$ cat config.mk
export PLATFORM = sky130hd
export DESIGN_NAME = huffman_decoder_flat
export DESIGN_NICKNAME = d
export VERILOG_FILES = /design/src/rtl/huffman_pkg.sv /design/src/rtl/huffman_decoder_if.sv /design/src/rtl/huffman_dec_core.sv /design/src/rtl/huffman_decoder.sv /design/src/flat_wrapper.sv
export SDC_FILE = /design/constraint.sdc
export NUM_CORES = 1
export LEC_CHECK = 0
export CAP_MARGIN = 30
export CORE_ASPECT_RATIO = 2
export CORE_MARGIN = 2
export CORE_UTILIZATION = 58
export CTS_CLUSTER_SIZE = 40
export DETAILED_ROUTE_END_ITERATION = 7
export HOLD_SLACK_MARGIN = 0.08
export PLACE_DENSITY = 0.86
export SLEW_MARGIN = 10
export SYNTH_ARGS = -nofsm -noshare
export SYNTH_HDL_FRONTEND = slang
export SYNTH_SLANG_ARGS = --single-unit
$ cat constraint.sdc
create_clock -name clk -period 12.8 [get_ports clk]
set_input_delay 1.92 -clock clk [delete_from_list [all_inputs] [get_ports clk]]
set_output_delay 1.92 -clock clk [all_outputs]
set_load 0.01 [all_outputs]
$ cat src/rtl/huffman_pkg.sv
// Shared constants, FSM state type and helpers for the Huffman decoder.
// Latency: n/a (package only).
// Backpressure: n/a (package only).
package huffman_pkg;

  localparam int NUM_SYM = 6;
  localparam int CODE_W  = 8;
  localparam int LEN_W   = 4;

  typedef enum logic {
    ST_IDLE = 1'b0,
    ST_RUN  = 1'b1
  } state_e;

  // Index 0 holds symbol 1, index NUM_SYM-1 holds symbol NUM_SYM.
  typedef logic [NUM_SYM-1:0][CODE_W-1:0] tbl_t;

  // Bitwise 2-of-3 majority vote.
  function automatic logic [CODE_W-1:0] maj3(input logic [CODE_W-1:0] a,
                                             input logic [CODE_W-1:0] b,
                                             input logic [CODE_W-1:0] c);
    return (a & b) | (a & c) | (b & c);
  endfunction

  // Number of set bits in a mask; this is the code length of a symbol.
  function automatic logic [LEN_W-1:0] popcnt(input logic [CODE_W-1:0] v);
    logic [LEN_W-1:0] n;
    n = '0;
    for (int k = 0; k < CODE_W; k++) n = n + LEN_W'(v[k]);
    return n;
  endfunction

endpackage

$ cat src/rtl/huffman_decoder_if.sv
// Table-load, serial-bit and decoded-symbol signals of the Huffman decoder.
// Latency: n/a (wiring only).
// Backpressure: bit_valid/bit_ready in, gray_valid/gray_ready out.
interface huffman_decoder_if;
  import huffman_pkg::*;

  logic              code_valid;
  logic [CODE_W-1:0] HC1, HC2, HC3, HC4, HC5, HC6;
  logic [CODE_W-1:0] M1, M2, M3, M4, M5, M6;
  logic              bit_valid;
  logic              bit_in;
  logic              bit_ready;
  logic              gray_valid;
  logic [CODE_W-1:0] gray_data;
  logic              gray_ready;
  logic              dec_err;

  modport master (
    output code_valid, HC1, HC2, HC3, HC4, HC5, HC6, M1, M2, M3, M4, M5, M6,
    output bit_valid, bit_in, gray_ready,
    input  bit_ready, gray_valid, gray_data, dec_err
  );

  modport slave (
    input  code_valid, HC1, HC2, HC3, HC4, HC5, HC6, M1, M2, M3, M4, M5, M6,
    input  bit_valid, bit_in, gray_ready,
    output bit_ready, gray_valid, gray_data, dec_err
  );

endinterface

$ cat src/rtl/huffman_dec_core.sv
// Serial Huffman decode core: shifts code bits in and matches them against a loaded table.
// Latency: symbol (or dec_err pulse) one cycle after the final bit is accepted.
// Backpressure: bit_ready drops while a decoded symbol is held unaccepted or a table loads.
module huffman_dec_core
  import huffman_pkg::*;
(
  input  logic              clk,
  input  logic              reset,
  input  logic              code_valid,
  input  tbl_t              hc_tbl,
  input  tbl_t              m_tbl,
  input  logic              bit_valid,
  input  logic              bit_in,
  input  logic              gray_ready,
  output logic              bit_ready,
  output logic              gray_valid,
  output logic [CODE_W-1:0] gray_data,
  output logic              dec_err
);

  state_e            state_q, state_d;
  tbl_t              hc_q, hc_d, m_q, m_d;
  logic [CODE_W-1:0] sr_q, sr_d, sr_shift;
  logic [LEN_W-1:0]  len_q, len_d, len_inc;
  logic              gv_q, gv_d;
  logic [CODE_W-1:0] gd_q, gd_d;
  logic              err_q, err_d;
  logic              bit_xfer;
  logic              hit;
  logic [CODE_W-1:0] hit_idx;

  // A new bit may enter whenever no symbol is stuck at the sink; a table load takes the cycle.
  assign bit_ready  = (state_q == ST_RUN) && !(gv_q && !gray_ready) && !code_valid;
  assign bit_xfer   = bit_valid && bit_ready;
  assign gray_valid = gv_q;
  assign gray_data  = gd_q;
  assign dec_err    = err_q;

  // Next-state: table load, post-shift match with lowest-index priority, overflow error.
  always_comb begin
    state_d  = state_q;
    hc_d     = hc_q;
    m_d      = m_q;
    sr_d     = sr_q;
    len_d    = len_q;
    gv_d     = gv_q;
    gd_d     = gd_q;
    err_d    = 1'b0;
    sr_shift = {sr_q[CODE_W-2:0], bit_in};
    len_inc  = len_q + LEN_W'(1);
    hit      = 1'b0;
    hit_idx  = '0;
    // Scan downward so the lowest matching index is the one left standing.
    for (int i = NUM_SYM - 1; i >= 0; i--) begin
      if ((m_q[i] != '0) && (len_inc == popcnt(m_q[i])) &&
          ((sr_shift & m_q[i]) == (hc_q[i] & m_q[i]))) begin
        hit     = 1'b1;
        hit_idx = CODE_W'(i + 1);
      end
    end
    if (code_valid) begin
      state_d = ST_RUN;
      hc_d    = hc_tbl;
      m_d     = m_tbl;
      sr_d    = '0;
      len_d   = '0;
      gv_d    = 1'b0;
      gd_d    = '0;
    end else begin
      if (gv_q && gray_ready) gv_d = 1'b0;
      if (bit_xfer) begin
        if (hit) begin
          gv_d  = 1'b1;
          gd_d  = hit_idx;
          sr_d  = '0;
          len_d = '0;
        end else if (len_inc == LEN_W'(CODE_W)) begin
          err_d = 1'b1;
          sr_d  = '0;
          len_d = '0;
        end else begin
          sr_d  = sr_shift;
          len_d = len_inc;
        end
      end
    end
  end

  // State and output registers; reset wins over everything, including a table load.
  always_ff @(posedge clk) begin
    if (reset) begin
      state_q <= ST_IDLE;
      hc_q    <= '0;
      m_q     <= '0;
      sr_q    <= '0;
      len_q   <= '0;
      gv_q    <= 1'b0;
      gd_q    <= '0;
      err_q   <= 1'b0;
    end else begin
      state_q <= state_d;
      hc_q    <= hc_d;
      m_q     <= m_d;
      sr_q    <= sr_d;
      len_q   <= len_d;
      gv_q    <= gv_d;
      gd_q    <= gd_d;
      err_q   <= err_d;
    end
  end

endmodule

$ cat src/rtl/huffman_decoder.sv
// Huffman decoder wrapper; HUFFMAN_DEC_TMR_EN triplicates the core behind 2-of-3 voters.
// Latency: symbol one cycle after the final code bit, identical in both builds.
// Backpressure: bit_ready low while gray_valid is held against gray_ready=0 or a table loads.
module huffman_decoder
  import huffman_pkg::*;
(
  input  logic             clk,
  input  logic             reset,
  huffman_decoder_if.slave dif
);

  tbl_t hc_tbl, m_tbl;

  assign hc_tbl = {dif.HC6, dif.HC5, dif.HC4, dif.HC3, dif.HC2, dif.HC1};
  assign m_tbl  = {dif.M6, dif.M5, dif.M4, dif.M3, dif.M2, dif.M1};

`ifdef HUFFMAN_DEC_TMR_EN
  logic              br0, br1, br2, gv0, gv1, gv2, er0, er1, er2;
  logic [CODE_W-1:0] gd0, gd1, gd2;
  logic [CODE_W-1:0] ctl_v;

  huffman_dec_core u_core0 (
    .clk, .reset, .code_valid(dif.code_valid), .hc_tbl, .m_tbl,
    .bit_valid(dif.bit_valid), .bit_in(dif.bit_in), .gray_ready(dif.gray_ready),
    .bit_ready(br0), .gray_valid(gv0), .gray_data(gd0), .dec_err(er0)
  );
  huffman_dec_core u_core1 (
    .clk, .reset, .code_valid(dif.code_valid), .hc_tbl, .m_tbl,
    .bit_valid(dif.bit_valid), .bit_in(dif.bit_in), .gray_ready(dif.gray_ready),
    .bit_ready(br1), .gray_valid(gv1), .gray_data(gd1), .dec_err(er1)
  );
  huffman_dec_core u_core2 (
    .clk, .reset, .code_valid(dif.code_valid), .hc_tbl, .m_tbl,
    .bit_valid(dif.bit_valid), .bit_in(dif.bit_in), .gray_ready(dif.gray_ready),
    .bit_ready(br2), .gray_valid(gv2), .gray_data(gd2), .dec_err(er2)
  );

  // Control bits share one voter word: bit 2 ready, bit 1 valid, bit 0 error.
  assign ctl_v = maj3({5'b0, br0, gv0, er0}, {5'b0, br1, gv1, er1}, {5'b0, br2, gv2, er2});

  assign dif.bit_ready  = ctl_v[2];
  assign dif.gray_valid = ctl_v[1];
  assign dif.dec_err    = ctl_v[0];
  assign dif.gray_data  = maj3(gd0, gd1, gd2);
`else
  huffman_dec_core u_core (
    .clk, .reset, .code_valid(dif.code_valid), .hc_tbl, .m_tbl,
    .bit_valid(dif.bit_valid), .bit_in(dif.bit_in), .gray_ready(dif.gray_ready),
    .bit_ready(dif.bit_ready), .gray_valid(dif.gray_valid),
    .gray_data(dif.gray_data), .dec_err(dif.dec_err)
  );
`endif

endmodule

$ cat src/flat_wrapper.sv
// flat-port wrapper written by rule: the top's interface ports become plain ports
module huffman_decoder_flat import huffman_pkg::*;
  (clk, reset, dif_code_valid, dif_HC1, dif_HC2, dif_HC3, dif_HC4, dif_HC5, dif_HC6, dif_M1, dif_M2, dif_M3, dif_M4, dif_M5, dif_M6, dif_bit_valid, dif_bit_in, dif_gray_ready, dif_bit_ready, dif_gray_valid, dif_gray_data, dif_dec_err);
  huffman_decoder_if dif_i ();
  input  logic clk;
  input  logic reset;
  input wire logic [$bits(dif_i.code_valid)-1:0] dif_code_valid;
  input wire logic [$bits(dif_i.HC1)-1:0] dif_HC1;
  input wire logic [$bits(dif_i.HC2)-1:0] dif_HC2;
  input wire logic [$bits(dif_i.HC3)-1:0] dif_HC3;
  input wire logic [$bits(dif_i.HC4)-1:0] dif_HC4;
  input wire logic [$bits(dif_i.HC5)-1:0] dif_HC5;
  input wire logic [$bits(dif_i.HC6)-1:0] dif_HC6;
  input wire logic [$bits(dif_i.M1)-1:0] dif_M1;
  input wire logic [$bits(dif_i.M2)-1:0] dif_M2;
  input wire logic [$bits(dif_i.M3)-1:0] dif_M3;
  input wire logic [$bits(dif_i.M4)-1:0] dif_M4;
  input wire logic [$bits(dif_i.M5)-1:0] dif_M5;
  input wire logic [$bits(dif_i.M6)-1:0] dif_M6;
  input wire logic [$bits(dif_i.bit_valid)-1:0] dif_bit_valid;
  input wire logic [$bits(dif_i.bit_in)-1:0] dif_bit_in;
  input wire logic [$bits(dif_i.gray_ready)-1:0] dif_gray_ready;
  output wire logic [$bits(dif_i.bit_ready)-1:0] dif_bit_ready;
  output wire logic [$bits(dif_i.gray_valid)-1:0] dif_gray_valid;
  output wire logic [$bits(dif_i.gray_data)-1:0] dif_gray_data;
  output wire logic [$bits(dif_i.dec_err)-1:0] dif_dec_err;
  assign dif_i.code_valid = dif_code_valid;
  assign dif_i.HC1 = dif_HC1;
  assign dif_i.HC2 = dif_HC2;
  assign dif_i.HC3 = dif_HC3;
  assign dif_i.HC4 = dif_HC4;
  assign dif_i.HC5 = dif_HC5;
  assign dif_i.HC6 = dif_HC6;
  assign dif_i.M1 = dif_M1;
  assign dif_i.M2 = dif_M2;
  assign dif_i.M3 = dif_M3;
  assign dif_i.M4 = dif_M4;
  assign dif_i.M5 = dif_M5;
  assign dif_i.M6 = dif_M6;
  assign dif_i.bit_valid = dif_bit_valid;
  assign dif_i.bit_in = dif_bit_in;
  assign dif_i.gray_ready = dif_gray_ready;
  assign dif_bit_ready = dif_i.bit_ready;
  assign dif_gray_valid = dif_i.gray_valid;
  assign dif_gray_data = dif_i.gray_data;
  assign dif_dec_err = dif_i.dec_err;
  huffman_decoder u_core (.clk(clk), .reset(reset), .dif(dif_i));
endmodule
==> impl_metrics.toml <==
[grt]
grt_antenna_before_repair = 0
grt_max_degree = 102
grt_pass1_wl_um = 25600
overflow = 0
grt_util_all_layers_pct = 27.9
grt_pass1_vias = 5424

[placement]
gp_congestion = 0.919
portBuffers = 107
hpwlAfterDp_um = 11200

[layout]
antennaDiodeCount = 0
post-route-util_pct = 74.7
fin_nets = 927
nFillCells = 742
syn2layout_area_growth_pct = 26.5
drive_gt1_share_pct = 5.72

[hold_path]
min_path_cells = 2
hold_class = "reg2reg"

[critical_path]
slowest_stage = "clkdlybuf4s50_1"
path_class = "in2out"
max_stage_delay_ps = 650
crit_required_ps = 10880
critPathMostFrequentCell = "clkdlybuf4s50_1"
cp.arrival_ps = 3420
critical_path.cell_chain = "clkdlybuf4s50_1, nor2b_1, nor3b_1, clkdlybuf4s50_1"
reg2reg_depth = 15
cp_max_fo = 3
start_kind = "input port"
end_kind = "output port"

[logic_synthesis]
yosys.area.top_type = "dfxtp_1"
synth_fa_ha_area_share_pct = 12.3
async_flop_share_pct = 0
synth_top_family_by_area = "multiplexers"
synth.yosys.seq_area_share_pct = 35.2
synth_mux_area_share_pct = 15.1
avgSynthCellArea_um2 = 9.45
synth_top_area_share_pct = 35.2
synthDistinctLibCells = 48
synth-edff-count = 0
ys_seq_elements = 113
synth_ff_type = "dfxtp_1"
synth_common_cells = "dfxtp_1 (113), nor2_1 (110), mux2i_1 (97)"
yosysMostFrequentCell = "dfxtp_1"
synth_area_mm2 = 0.00642
syn_inst = 680
synth_xor_area_share_pct = 11.3
synth.top_cells.by_area = "dfxtp_1 (35%), mux2i_1 (15%), fa_1 (7.5%)"
synth_compound_area_share_pct = 6.82
synth_simple_gate_area_share_pct = 11.7
ys_warn_count = 0

[floorplan]
core_mm2 = 0.0109
ios = 113
die_x_um = 78.4
die_y_um = 153
dieArea_mm2 = 0.0120
start_util_pct = 59.1
rows = 54

[sta]
tns_ps = 0
hold_viol = 0
period_needed_ps = 5340
finalCritPeriodShare_pct = 41.7
skew_ps = 5.15
max_freq_mhz = 187
finalSetupViolations = 0
relSlewSlack_pct = 43.5
worst_pin_slew_ps = 847
rsz0062_at_grt = "no"
maxSlewViolCount = 0

[clock_network]
tritoncts = "done"
cts_sinks = 113
post-cts-setup-buffers = 0
clk_pin_slew_worst_paths_ps = 50
hold_buffers = 0
clock_path_buffers = 2
htreeDepth = 4
root_buffer = "clkbuf_16"
cts-buffers-inserted = 17
cts_resized = 0
clk_latency_ps = 420

[drt]
antenna_left = 0
drc = 0
drt-total-wl_um = 16100
drt_pre_antenna_iters = 4
drt_iter0_markers = 195
vias = 5069
vias_per_cell = 5.47
wl_per_cell_um = 17.4

[power]
power_density_mw_per_mm2 = 134
ir_worst_vdd_v = 0.000120
p_leak_uw = 0.00364

[flow_run]
max_cap_violations = 0

[run_status]
status = "finished, final reports clean"
==> layout by cell type (no fill, tap or decap), types with 14 or more instances in the layout <==
master and n:
clkdlybuf4s50_1 105, inv_1 81, xnor2_1 35, xor2_1 43, clkbuf_16 17, a22oi_1 14
nand2_1 14, nor2_1 110, ha_1 25, fa_1 24, mux2i_1 97, dfxtp_1 113
==> registers in the layout (all words and copies together) (netlist names) <==
signal / cells
u_core.u_core.sr_q: 7
u_core.u_core.state_q: 1
u_core.u_core.m_q: 48
u_core.u_core.dec_err: 1
u_core.u_core.len_q: 4
u_core.u_core.gray_valid: 1
u_core.u_core.gray_data: 3
u_core.u_core.hc_q: 48
==> worst paths after layout <==
kind / slack [ps] / end / startpoint
max reg2reg: 8300 / u_core.u_core.len_q[0] / u_core.u_core.m_q[25]
min: 460 / u_core.u_core.gray_data[0] / u_core.u_core.gray_data[0]
max: 7460 / dif_bit_ready / dif_gray_ready
min reg2reg: 460 / u_core.u_core.gray_data[0] / u_core.u_core.gray_data[0]
==> layer usage <==
metal  GRT usage, %  share of wire, %  vias to the layer above
met4           17.6               5.0                        0
met1           27.1                34                     2415
li1               -                 -                     2407
met3           6.67               6.2                       64
met5              0                 0                        -
met2           51.1                54                      183
==> critical path, delay by kind of cell <==
family | cells | cell delay, ps
AND/OR/NAND/NOR | 2 | 400
buffers and inverters | 2 | 1100
==> power breakdown <==
group / internal, µW / switching, µW
clock: 314 / 158
combinational: 113 / 115
sequential: 371 / 17.8
==> cells by family (layout without fill, tap and decap cells) <==
family,count (synthesis),count (layout)
AND/OR/NAND/NOR,165,165
buffers and inverters,118,221
flip-flops,113,113
multiplexers,97,97
XOR/XNOR,80,80
AO/OA/AOI/OAI,57,57
adder cells (fa/ha/maj),49,49
other,1,5
==> metrics by stage <==
stage                     hold slack, ps  setup slack [ps]  total power [µW]  instances  area (µm²)
after detailed placement             456              7520               617        896        7520
after CTS                            464              7450              1090        926        8110
after floorplan                      427              8360               548        684        6440
final                                464              7460              1090        927        8130
after global placement               449              7520               604        896        7520
after global routing                 487              7380              1130        927        8130
==> layout make-up <==
cell class	instances	area [µm²]	share of cell area [%]
inverter	81	304	3.74
multi-input combinational	453	3700	45.5
tap	140	175	2.16
timing repair buffer	110	1100	13.5
clock inverter	5	75.1	0.924
clock buffer	25	515	6.34
sequential	113	2260	27.8
(Power assumes the default switching activity.)
